## config.mk

```make
export PLATFORM = sky130hd
export DESIGN_NAME = axi4lite_master_flat
export DESIGN_NICKNAME = d
export VERILOG_FILES = /design/src/rtl/axi4lite_master_pkg.sv /design/src/rtl/axi4lite_master_if.sv /design/src/rtl/axi4lite_master.sv /design/src/flat_wrapper.sv
export SDC_FILE = /design/constraint.sdc
export NUM_CORES = 1
export LEC_CHECK = 0
export ABC_AREA = 1
export CAP_MARGIN = 10
export CORE_MARGIN = 2
export CORE_UTILIZATION = 40
export CTS_CLUSTER_SIZE = 16
export DETAILED_ROUTE_END_ITERATION = 8
export PLACE_DENSITY_LB_ADDON = 0.2
export SLEW_MARGIN = 25
export SYNTH_ARGS = -nofsm -noshare
export SYNTH_HDL_FRONTEND = slang
export SYNTH_SLANG_ARGS = --single-unit
```

## constraint.sdc

```tcl
create_clock -name clk -period 1.9 [get_ports clk]
set_input_delay 0.57 -clock clk [delete_from_list [all_inputs] [get_ports clk]]
set_output_delay 0.57 -clock clk [all_outputs]
set_load 0.02 [all_outputs]
```

## src/rtl/axi4lite_master_pkg.sv

```systemverilog
// Shared types for the MEM-stage to AXI4-Lite master bridge: response codes,
// channel FSM state encodings and the response classification helper.
package axi4lite_master_pkg;

  localparam int AXI_ADDR_W = 32;
  localparam int AXI_DATA_W = 32;
  localparam int AXI_STRB_W = AXI_DATA_W / 8;

  localparam logic [1:0] AXI_RESP_OKAY   = 2'b00;
  localparam logic [1:0] AXI_RESP_EXOKAY = 2'b01;
  localparam logic [1:0] AXI_RESP_SLVERR = 2'b10;
  localparam logic [1:0] AXI_RESP_DECERR = 2'b11;

  typedef enum logic [1:0] {
    W_IDLE = 2'd0,
    W_ADDR = 2'd1,
    W_RESP = 2'd2,
    W_DONE = 2'd3
  } w_state_t;

  typedef enum logic [1:0] {
    R_IDLE = 2'd0,
    R_ADDR = 2'd1,
    R_DATA = 2'd2,
    R_DONE = 2'd3
  } r_state_t;

  // Anything other than OKAY is reported to the core, EXOKAY included.
  function automatic logic resp_is_error(input logic [1:0] resp);
    logic err_s;
    case (resp)
      AXI_RESP_OKAY:   err_s = 1'b0;
      AXI_RESP_EXOKAY: err_s = 1'b1;
      AXI_RESP_SLVERR: err_s = 1'b1;
      AXI_RESP_DECERR: err_s = 1'b1;
      default:         err_s = 1'b1;
    endcase
    return err_s;
  endfunction

endpackage

```

## src/rtl/axi4lite_master_if.sv

```systemverilog
// AXI4-Lite bus bundle between the core-side master and the SoC interconnect.
interface axi4lite_master_if #(
  parameter int ADDR_WIDTH = 32,
  parameter int DATA_WIDTH = 32
);

  localparam int STRB_WIDTH = DATA_WIDTH / 8;

  logic [ADDR_WIDTH-1:0] awaddr;
  logic [2:0]            awprot;
  logic                  awvalid;
  logic                  awready;
  logic [DATA_WIDTH-1:0] wdata;
  logic [STRB_WIDTH-1:0] wstrb;
  logic                  wvalid;
  logic                  wready;
  logic [1:0]            bresp;
  logic                  bvalid;
  logic                  bready;
  logic [ADDR_WIDTH-1:0] araddr;
  logic [2:0]            arprot;
  logic                  arvalid;
  logic                  arready;
  logic [DATA_WIDTH-1:0] rdata;
  logic [1:0]            rresp;
  logic                  rvalid;
  logic                  rready;

  modport master (
    output awaddr, awprot, awvalid, wdata, wstrb, wvalid, bready,
    output araddr, arprot, arvalid, rready,
    input  awready, wready, bresp, bvalid, arready, rdata, rresp, rvalid
  );

  modport slave (
    input  awaddr, awprot, awvalid, wdata, wstrb, wvalid, bready,
    input  araddr, arprot, arvalid, rready,
    output awready, wready, bresp, bvalid, arready, rdata, rresp, rvalid
  );

endinterface

```

## src/rtl/axi4lite_master.sv

```systemverilog
// Bridges the MEM-stage level-held start/busy requests onto an AXI4-Lite master
// port using independent write (AW/W/B) and read (AR/R) channel FSMs.
module axi4lite_master
  import axi4lite_master_pkg::*;
#(
  parameter int ADDR_WIDTH = 32,
  parameter int DATA_WIDTH = 32
) (
  input  logic                    clk,
  input  logic                    rst_n,
  input  logic                    write_start,
  input  logic [ADDR_WIDTH-1:0]   write_addr,
  input  logic [DATA_WIDTH-1:0]   write_data,
  input  logic [DATA_WIDTH/8-1:0] write_strobe,
  output logic                    write_busy,
  input  logic                    read_start,
  input  logic [ADDR_WIDTH-1:0]   read_addr,
  output logic [DATA_WIDTH-1:0]   read_data,
  output logic                    read_busy,
  output logic                    write_error,
  output logic                    read_error,
  axi4lite_master_if.master       m_axi
);

  w_state_t                w_state_r;
  r_state_t                r_state_r;
  logic                    aw_done_r;
  logic                    w_done_r;
  logic [ADDR_WIDTH-1:0]   awaddr_r;
  logic [DATA_WIDTH-1:0]   wdata_r;
  logic [DATA_WIDTH/8-1:0] wstrb_r;
  logic                    awvalid_r;
  logic                    wvalid_r;
  logic                    bready_r;
  logic                    write_error_r;
  logic [ADDR_WIDTH-1:0]   araddr_r;
  logic                    arvalid_r;
  logic                    rready_r;
  logic [DATA_WIDTH-1:0]   read_data_r;
  logic                    read_error_r;
  logic                    write_busy_s;
  logic                    read_busy_s;
  logic                    aw_hs_s;
  logic                    w_hs_s;

  assign aw_hs_s = awvalid_r & m_axi.awready;
  assign w_hs_s  = wvalid_r & m_axi.wready;

  // Write channel FSM: AW and W complete independently, then wait for B.
  always_ff @(posedge clk or negedge rst_n) begin
    if (!rst_n) begin
      w_state_r     <= W_IDLE;
      aw_done_r     <= 1'b0;
      w_done_r      <= 1'b0;
      awaddr_r      <= '0;
      wdata_r       <= '0;
      wstrb_r       <= '0;
      awvalid_r     <= 1'b0;
      wvalid_r      <= 1'b0;
      bready_r      <= 1'b0;
      write_error_r <= 1'b0;
    end else begin
      write_error_r <= 1'b0;
      case (w_state_r)
        W_IDLE: begin
          if (write_start) begin
            awaddr_r  <= write_addr;
            wdata_r   <= write_data;
            wstrb_r   <= write_strobe;
            awvalid_r <= 1'b1;
            wvalid_r  <= 1'b1;
            aw_done_r <= 1'b0;
            w_done_r  <= 1'b0;
            w_state_r <= W_ADDR;
          end
        end
        W_ADDR: begin
          if (aw_hs_s) begin
            awvalid_r <= 1'b0;
            aw_done_r <= 1'b1;
          end
          if (w_hs_s) begin
            wvalid_r <= 1'b0;
            w_done_r <= 1'b1;
          end
          // Either flag may be set this very cycle by a same-cycle handshake.
          if ((aw_done_r | aw_hs_s) & (w_done_r | w_hs_s)) begin
            bready_r  <= 1'b1;
            w_state_r <= W_RESP;
          end
        end
        W_RESP: begin
          if (m_axi.bvalid) begin
            bready_r      <= 1'b0;
            write_error_r <= resp_is_error(m_axi.bresp);
            w_state_r     <= W_DONE;
          end
        end
        W_DONE: begin
          w_state_r <= W_IDLE;
        end
        default: begin
          awvalid_r <= 1'b0;
          wvalid_r  <= 1'b0;
          bready_r  <= 1'b0;
          w_state_r <= W_IDLE;
        end
      endcase
    end
  end

  // Read channel FSM: AR handshake, then capture the R beat into read_data.
  always_ff @(posedge clk or negedge rst_n) begin
    if (!rst_n) begin
      r_state_r    <= R_IDLE;
      araddr_r     <= '0;
      arvalid_r    <= 1'b0;
      rready_r     <= 1'b0;
      read_data_r  <= '0;
      read_error_r <= 1'b0;
    end else begin
      read_error_r <= 1'b0;
      case (r_state_r)
        R_IDLE: begin
          if (read_start) begin
            araddr_r  <= read_addr;
            arvalid_r <= 1'b1;
            r_state_r <= R_ADDR;
          end
        end
        R_ADDR: begin
          if (m_axi.arready) begin
            arvalid_r <= 1'b0;
            rready_r  <= 1'b1;
            r_state_r <= R_DATA;
          end
        end
        R_DATA: begin
          if (m_axi.rvalid) begin
            rready_r     <= 1'b0;
            read_data_r  <= m_axi.rdata;
            read_error_r <= resp_is_error(m_axi.rresp);
            r_state_r    <= R_DONE;
          end
        end
        R_DONE: begin
          r_state_r <= R_IDLE;
        end
        default: begin
          arvalid_r <= 1'b0;
          rready_r  <= 1'b0;
          r_state_r <= R_IDLE;
        end
      endcase
    end
  end

  // Stall decode: busy rises with the request itself and drops in DONE.
  always_comb begin
    write_busy_s = 1'b0;
    read_busy_s  = 1'b0;
    case (w_state_r)
      W_IDLE:  write_busy_s = write_start;
      W_ADDR:  write_busy_s = 1'b1;
      W_RESP:  write_busy_s = 1'b1;
      W_DONE:  write_busy_s = 1'b0;
      default: write_busy_s = 1'b0;
    endcase
    case (r_state_r)
      R_IDLE:  read_busy_s = read_start;
      R_ADDR:  read_busy_s = 1'b1;
      R_DATA:  read_busy_s = 1'b1;
      R_DONE:  read_busy_s = 1'b0;
      default: read_busy_s = 1'b0;
    endcase
  end

  assign write_busy  = write_busy_s;
  assign read_busy   = read_busy_s;
  assign read_data   = read_data_r;
  assign write_error = write_error_r;
  assign read_error  = read_error_r;

  assign m_axi.awaddr  = awaddr_r;
  assign m_axi.awprot  = 3'b000;
  assign m_axi.awvalid = awvalid_r;
  assign m_axi.wdata   = wdata_r;
  assign m_axi.wstrb   = wstrb_r;
  assign m_axi.wvalid  = wvalid_r;
  assign m_axi.bready  = bready_r;
  assign m_axi.araddr  = araddr_r;
  assign m_axi.arprot  = 3'b000;
  assign m_axi.arvalid = arvalid_r;
  assign m_axi.rready  = rready_r;

endmodule

```

## src/flat_wrapper.sv

```systemverilog
// flat-port wrapper written by rule: the top's interface ports become plain ports
module axi4lite_master_flat import axi4lite_master_pkg::*;
#(
  parameter int ADDR_WIDTH = 32,
  parameter int DATA_WIDTH = 32
)
  (clk, rst_n, write_start, write_addr, write_data, write_strobe, write_busy, read_start, read_addr, read_data, read_busy, write_error, read_error, m_axi_awaddr, m_axi_awprot, m_axi_awvalid, m_axi_wdata, m_axi_wstrb, m_axi_wvalid, m_axi_bready, m_axi_araddr, m_axi_arprot, m_axi_arvalid, m_axi_rready, m_axi_awready, m_axi_wready, m_axi_bresp, m_axi_bvalid, m_axi_arready, m_axi_rdata, m_axi_rresp, m_axi_rvalid);
  axi4lite_master_if #(.ADDR_WIDTH(ADDR_WIDTH), .DATA_WIDTH(DATA_WIDTH)) m_axi_i ();
  input  logic clk;
  input  logic rst_n;
  input  logic write_start;
  input  logic [ADDR_WIDTH-1:0] write_addr;
  input  logic [DATA_WIDTH-1:0] write_data;
  input  logic [DATA_WIDTH/8-1:0] write_strobe;
  output logic write_busy;
  input  logic read_start;
  input  logic [ADDR_WIDTH-1:0] read_addr;
  output logic [DATA_WIDTH-1:0] read_data;
  output logic read_busy;
  output logic write_error;
  output logic read_error;
  output wire logic [$bits(m_axi_i.awaddr)-1:0] m_axi_awaddr;
  output wire logic [$bits(m_axi_i.awprot)-1:0] m_axi_awprot;
  output wire logic [$bits(m_axi_i.awvalid)-1:0] m_axi_awvalid;
  output wire logic [$bits(m_axi_i.wdata)-1:0] m_axi_wdata;
  output wire logic [$bits(m_axi_i.wstrb)-1:0] m_axi_wstrb;
  output wire logic [$bits(m_axi_i.wvalid)-1:0] m_axi_wvalid;
  output wire logic [$bits(m_axi_i.bready)-1:0] m_axi_bready;
  output wire logic [$bits(m_axi_i.araddr)-1:0] m_axi_araddr;
  output wire logic [$bits(m_axi_i.arprot)-1:0] m_axi_arprot;
  output wire logic [$bits(m_axi_i.arvalid)-1:0] m_axi_arvalid;
  output wire logic [$bits(m_axi_i.rready)-1:0] m_axi_rready;
  input wire logic [$bits(m_axi_i.awready)-1:0] m_axi_awready;
  input wire logic [$bits(m_axi_i.wready)-1:0] m_axi_wready;
  input wire logic [$bits(m_axi_i.bresp)-1:0] m_axi_bresp;
  input wire logic [$bits(m_axi_i.bvalid)-1:0] m_axi_bvalid;
  input wire logic [$bits(m_axi_i.arready)-1:0] m_axi_arready;
  input wire logic [$bits(m_axi_i.rdata)-1:0] m_axi_rdata;
  input wire logic [$bits(m_axi_i.rresp)-1:0] m_axi_rresp;
  input wire logic [$bits(m_axi_i.rvalid)-1:0] m_axi_rvalid;
  assign m_axi_awaddr = m_axi_i.awaddr;
  assign m_axi_awprot = m_axi_i.awprot;
  assign m_axi_awvalid = m_axi_i.awvalid;
  assign m_axi_wdata = m_axi_i.wdata;
  assign m_axi_wstrb = m_axi_i.wstrb;
  assign m_axi_wvalid = m_axi_i.wvalid;
  assign m_axi_bready = m_axi_i.bready;
  assign m_axi_araddr = m_axi_i.araddr;
  assign m_axi_arprot = m_axi_i.arprot;
  assign m_axi_arvalid = m_axi_i.arvalid;
  assign m_axi_rready = m_axi_i.rready;
  assign m_axi_i.awready = m_axi_awready;
  assign m_axi_i.wready = m_axi_wready;
  assign m_axi_i.bresp = m_axi_bresp;
  assign m_axi_i.bvalid = m_axi_bvalid;
  assign m_axi_i.arready = m_axi_arready;
  assign m_axi_i.rdata = m_axi_rdata;
  assign m_axi_i.rresp = m_axi_rresp;
  assign m_axi_i.rvalid = m_axi_rvalid;
  axi4lite_master #(.ADDR_WIDTH(ADDR_WIDTH), .DATA_WIDTH(DATA_WIDTH)) u_core (.clk(clk), .rst_n(rst_n), .write_start(write_start), .write_addr(write_addr), .write_data(write_data), .write_strobe(write_strobe), .write_busy(write_busy), .read_start(read_start), .read_addr(read_addr), .read_data(read_data), .read_busy(read_busy), .write_error(write_error), .read_error(read_error), .m_axi(m_axi_i));
endmodule
```

==> results of run 1 <==
-- through the flow --
stage	cell area [um^2]	power, W	instances	hold WS, ns
floorplan	5750	0.00932	670	0.274
global placement	8970	0.0134	1131	0.461
finish	9530	0.0162	1168	0.0249
global route	9530	0.0174	1168	0.0318
detailed placement	8970	0.0136	1131	0.464
CTS	9460	0.0162	1165	0.0222
-- critical path: stages, from the launching register on --
cell and delay [ns]:
dfrtp_1 0.36, inv_2 0.08, ha_4 0.26, inv_2 0.04
o21ai_2 0.11, buf_6 0.13
-- Yosys cell counts, types with 3 or more instances --
master / number / area share, %
a21oi_1: 5 / 0.44
buf_1: 3 / 0.20
buf_2: 12 / 1.0
buf_4: 10 / 1.3
clkbuf_1: 8 / 0.52
dfrtp_1: 145 / 63
ha_1: 8 / 1.7
inv_1: 21 / 1.4
nand2_1: 430 / 28
nand3_1: 4 / 0.35
nand4_1: 4 / 0.44
nor2_1: 5 / 0.33
o21ai_0: 5 / 0.44
-- state kept, by name, indices dropped and copies added, names as in the netlist, 2 cells and up --
name and cells:
u_core.m_axi.wdata 32, u_core.w_state_r 2, u_core.r_state_r 2, u_core.m_axi.awaddr 32
u_core.read_data 32, u_core.m_axi.araddr 32, u_core.m_axi.wstrb 4
-- how the worst min path moves through the flow --
stage / start / end / slack (ns)
after global routing: rst_n / u_core.m_axi.wdata[8]$_DFFE_PN0P_ / 0.03
after global placement: u_core.m_axi.araddr[20]$_DFFE_PN0P_ / u_core.m_axi.araddr[20]$_DFFE_PN0P_ / 0.46
after CTS: rst_n / u_core.m_axi.wdata[30]$_DFFE_PN0P_ / 0.02
after floorplan: rst_n / u_core.aw_done_r$_DFFE_PN0P_ / 0.27
after detailed placement: u_core.read_data[12]$_DFFE_PN0P_ / u_core.read_data[12]$_DFFE_PN0P_ / 0.46
final: rst_n / u_core.m_axi.wdata[8]$_DFFE_PN0P_ / 0.02
-- where the power goes --
group	switching (W)	internal, W	leakage, nW
clock network	0.00124	0.00225	0.309
logic	0.00450	0.00301	3.08
registers	0.000696	0.00454	1.81
-- cell type report --
cell class | instances | area [um^2] | share of cell area [%]
clock inverters | 12 | 163 | 1.71
flip-flops and latches | 145 | 3630 | 38.1
multi-input cells | 470 | 1930 | 20.3
clock buffers | 20 | 457 | 4.79
inverters | 22 | 82.6 | 0.867
well taps | 180 | 225 | 2.36
repair buffers | 319 | 3040 | 31.9
-- per-layer routing --
layer | wire length, um | part of all wire (%)
met5 | 0 | 0
met4 | 515 | 3.2
met3 | 1680 | 10
met2 | 7520 | 47
met1 | 6360 | 40
-- what timing repair did --
item | CTS | global route
endpoints found under the setup margin | 141 | 2
buffers inserted | 2 | 3
gates resized for setup | 162 | 10
pin swaps | 2 | 4
-- cell families (layout without fill, tap and decap cells) --
family	after synthesis	count (layout)	share of synthesized area, %
AND/OR/NAND/NOR	445	445	29.5
flip-flops	145	145	63.3
buffers and inverters	55	373	4.52
AO/OA/AOI/OAI	11	11	0.960
adder cells (fa/ha/maj)	8	8	1.75
other	1	6	0.0654
==> results by group, run 1 <==
Die
  • IO Pins: 292
  • Row cnt: 43
  • Starting density of the core: 41.2%
  • CORE AREA: 13900 um^2
  • Die width: 124 um
  • Die height: 124 um
  • Total Die Area: 15300 um^2

Cells and area
  • Most common cell after layout, fill and taps aside: nand2_1
  • Share of post-route cells with drive strength above 1: 8.50%
  • Nets: 1128
  • Antenna diode count: 0
  • Post-layout util: 68.4%
  • Area delta synth->final: 66.1%
  • Most frequent cells in the layout: nand2_1, dfrtp_1, clkdlybuf4s50_1
  • Fillers: 1170

Flow run
  • Number of max-cap violations: 0

Setup path
  • Beginning of the critical path: u_core.r_state_r[1]$_DFFE_PN0P_
  • Reg-to-reg startpoint: u_core.w_state_r[1]$_DFFE_PN0P_
  • Worst EP arrival: 1.40 ns
  • Worst R2R Path Depth: 9
  • CP Class: flip-flop to primary output
  • Worst setup path endpoint: read_busy
  • Register-to-register setup slack: 0.28 ns
  • Worst R2R End: u_core.aw_done_r$_DFFE_PN0P_
  • CP Launch Type: flip-flop
  • Req. time, crit path: 1.33 ns
  • Crit. End Element: primary output
  • CP Max Fanout: 3

Power and ir drop
  • Max VDD drop: 0.899 mV
  • Pwr Density: 1700 nW/um^2
  • Leakage power: 5.20 nW

Logic synthesis
  • Synth Instances: 665
  • Mapped Area: 5740 um^2
  • Yosys warns: 0
  • Top FF cell, synth: dfrtp_1
  • Async SR Flop Fraction: 100%
  • Mean Syn Cell Area: 8.62 um^2
  • Synth cell types: 18
  • #FFs+latches synth: 145
  • Post-synth EDFFs: 0
  • Register area share after synthesis: 63.3%

Worst hold path
  • HP Class: input pin to asynchronous set/reset pin

Detailed routing
  • Residual DRC: 0
  • Via density: 4.50
  • Vias: 5260
  • DR pass1 iterations: 4
  • DR WL/cell: 13.8 um
  • Drt total wl: 16100 um
  • Starting DRT DRC Count: 260
  • Antenna Nets Post-Route: 0

STA
  • RSZ-0062 raised after global routing: true
  • Final period util: 104%
  • Final number of max-transition violations: 0
  • Skew final: 0.00359 ns
  • Setup TNS: -0.122 ns
  • Hold Vio Cnt, Final: 0
  • Minimum clock period: 1.97 ns
  • Finish-stage setup viols: 2
  • Final worst slack: -0.0674 ns
  • Max Clock Freq: 0.508 GHz

Clocking
  • CTS tree: done
  • Clock Tree Buf Depth: 2
  • Clock Latency Late Sink: 0.41 ns
  • Hold buffer count at CTS: 0
  • # H-tree levels: 4
  • Clock buffer count from CTS: 17
  • Clock root buffer: clkbuf_16
  • # clock sinks: 145
  • Clk pin slew, worst setup/hold paths: 0.06 ns

Global route
  • GR Util met1: 25.4%
  • Largest net degree at the start of global routing: 48
  • GR Util met3: 8.38%
  • Gr ovfl total: 0
  • GRT Max-Usage Layer: met2
  • Global-route wire length before repair: 25000 um
  • Met2 usage: 33.9%
  • Antenna violations before repair: 0
  • Vias in the first global route: 5053
  • Gr usage total: 21.4%

Placement
  • HPWL Detailed: 11500 um
  • I/O Buffers: 285
  • Placer Congestion: 0.778
  • Place WS: -0.588 ns

Status
  • Violated checks: setup timing
  • Status: complete, but fails checks
No activity file was read; power rests on OpenSTA's default activity.
==> run 2, diff against run 1 <==
Clock period 1.9 ns to 2.1 ns, I/O delays scaled along.
==> run 2 against run 1 <==
The flow now finishes without violations; worst hold slack gained 0.12 ns; design area grew 1.9%; critical path depth shrank 4; critical path type unchanged.
==> results by group, run 2 (synthesis gave the netlist of run 1 again) <==
Detailed routing
  • Vias: 5157 (-2.0%)
  • Antenna Nets Post-Route: 0 (unchanged)
  • Via density: 4.45 (-1.3%)
  • DR WL/cell: 13.9 um (+0.84%)
  • Starting DRT DRC Count: 345 (+33%)
  • DR pass1 iterations: 4 (unchanged)
  • Residual DRC: 0 (unchanged)
  • Drt total wl: 16100 um (+0.15%)

Setup path
  • CP Max Fanout: 2 (-1)
  • Crit. End Element: primary output
  • Reg-to-reg startpoint: u_core.w_state_r[1]$_DFFE_PN0P_
  • Beginning of the critical path: u_core.m_axi.awaddr[10]$_DFFE_PN0P_
  • Delay of the slowest cell on the worst path: 0.65 ns (+0.29 ns)
  • Cell family contributing the most delay on the critical path: buffers and inverters
  • Slowest cell on the critical path: clkdlybuf4s50_1
  • Req. time, crit path: 1.47 ns (+0.14 ns)
  • Worst EP arrival: 1.42 ns (+0.02 ns)
  • CP Class: flip-flop to primary output
  • Buf+Inv Stages, Crit Path: 1 (-2)
  • CP Launch Type: flip-flop
  • Crit path cell chain: clkdlybuf4s50_1

Cells and area
  • Area delta synth->final: 69.2%
  • Most frequent cells in the layout: nand2_1, clkdlybuf4s50_1, dfrtp_1
  • Most common cell after layout, fill and taps aside: nand2_1
  • Footprint of the multi-input gates: 1910 um^2 (-0.97%)
  • Antenna diode count: 0 (unchanged)
  • Fillers: 1113 (-4.9%)
  • Share of post-route cells with drive strength above 1: 7.76% (-0.75 points)
  • Nets: 1121 (-0.62%)
  • Post-layout util: 69.6% (+1.3 points)
  • Flip-flop and latch area: 3630 um^2 (unchanged)

Power and ir drop
  • Clk network pwr share: 22.3% (+0.8 points)
  • P_int: 0.0100 W (+2.2%)
  • Power, Total: 0.0159 W (-2.3%)
  • Max VDD drop: 0.731 mV (-19%)
  • Flop pwr share: 30.3% (-2.0 points)
  • Pwr Density: 1630 nW/um^2 (-4.1%)
  • Net Sw Frac: 36.8% (-2.8 points)
  • Psw: 0.00584 W (-9.3%)
  • Leakage power: 4.86 nW (-6.5%)
  • Comb pwr share: 47.4% (+1.2 points)

Status
  • Status: finished clean

Clocking
  • # clock sinks: 145 (unchanged)
  • Clock buffer count from CTS: 17 (unchanged)
  • Clk pin slew, worst setup/hold paths: 0.06 ns (about the same)
  • CTS tree: done
  • Hold buffer count at CTS: 0 (unchanged)
  • Clock Tree Buf Depth: 2 (unchanged)
  • Clock Latency Late Sink: 0.42 ns (about the same)
  • Clock root buffer: clkbuf_16
  • # H-tree levels: 4 (unchanged)

Die
  • IO Pins: 292 (unchanged)
  • Die height: 124 um (unchanged)
  • Row cnt: 43 (unchanged)
  • Starting density of the core: 41.2% (unchanged)
  • CORE AREA: 13900 um^2 (unchanged)
  • Total Die Area: 15300 um^2 (unchanged)
  • Die width: 124 um (unchanged)

Worst hold path
  • HP Class: input pin to asynchronous set/reset pin

Global route
  • GRT Max-Usage Layer: met2
  • Vias in the first global route: 5189 (+2.7%)
  • Largest net degree at the start of global routing: 57 (+19%)
  • Gr ovfl total: 0 (unchanged)
  • GR Util met1: 26.4% (+1.1 points)
  • Met2 usage: 34.6% (+0.72 points)
  • Antenna violations before repair: 0 (unchanged)
  • Global-route wire length before repair: 25500 um (+1.7%)
  • GR Util met3: 7.92% (-0.46 points)
  • Gr usage total: 21.6% (+0.24 points)

STA
  • Finish-stage setup viols: 0 (-2)
  • Final number of max-transition violations: 0 (unchanged)
  • Hold Vio Cnt, Final: 0 (unchanged)
  • Max Clock Freq: 0.489 GHz
  • RSZ-0062 raised after global routing: false
  • Skew final: 0.00872 ns (+0.00513 ns)
  • Minimum clock period: 2.05 ns
  • Final period util: 97.4%
  • Setup TNS: 0 ns (+0.122 ns)

Placement
  • I/O Buffers: 285 (unchanged)
  • HPWL Detailed: 11300 um (-1.5%)
  • Placer Congestion: 0.782 (+0.44%)

Flow run
  • Number of max-cap violations: 0 (unchanged)
-- run 2: through the flow --
| step | hold slack (ns) | cell area [um^2] | instances | setup slack, ns |
|---|---|---|---|---|
| finish | 0.146 | 9700 | 1160 | 0.0544 |
| global route | 0.167 | 9700 | 1160 | 0.00256 |
| CTS | 0.154 | 9640 | 1159 | 0.00167 |
| detailed placement | 0.464 | 8940 | 1128 | -0.478 |
| global placement | 0.460 | 8940 | 1128 | -0.450 |
| floorplan | 0.334 | 5750 | 670 | 0.277 |
-- run 2: metal layers --
| layer | part of all wire, % | routed length [um] | up-vias |
|---|---|---|---|
| li1 | - | - | 2602 |
| met1 | 41 | 6580 | 2338 |
| met2 | 47 | 7630 | 193 |
| met3 | 9.6 | 1540 | 24 |
| met4 | 2.2 | 360 | 0 |
| met5 | 0 | 0 | - |
-- run 2: path summary, 6_finish.rpt --
path	depth (start not counted)	end	slack, ns
max	1	m_axi_awaddr[10]	0.05
min	1	u_core.m_axi.wdata[8]$_DFFE_PN0P_	0.15
max reg2reg	8	u_core.aw_done_r$_DFFE_PN0P_	0.57
min reg2reg	2	u_core.read_data[4]$_DFFE_PN0P_	0.47
max in group asynchronous	2	u_core.m_axi.wdata[3]$_DFFE_PN0P_	1.35
min in group clk	2	u_core.read_data[4]$_DFFE_PN0P_	0.47
-- run 2: final cells by class --
class,instances,share of cell area [%]
timing repair buffer,312,32.4
tap,180,2.32
clock inverter,8,2.02
sequential,145,37.4
inverter,22,0.851
multi-input combinational,470,19.7
clock buffer,23,5.24
-- run 2: what timing repair did --
item                                    in CTS  in global routing
gates resized for setup                     15                 16
endpoints found under the setup margin       2                  3
setup buffers                                0                  1
pin swaps                                    1                  1
-- run 2: power by group through the flow --
stage / clock, W / sequential, W / combinational, W
floorplan: 0 / 0.00633 / 0.00210
global placement: 0 / 0.00477 / 0.00736
detailed placement: 0 / 0.00480 / 0.00744
CTS: 0.00361 / 0.00481 / 0.00746
global route: 0.00374 / 0.00497 / 0.00818
finish: 0.00354 / 0.00481 / 0.00751
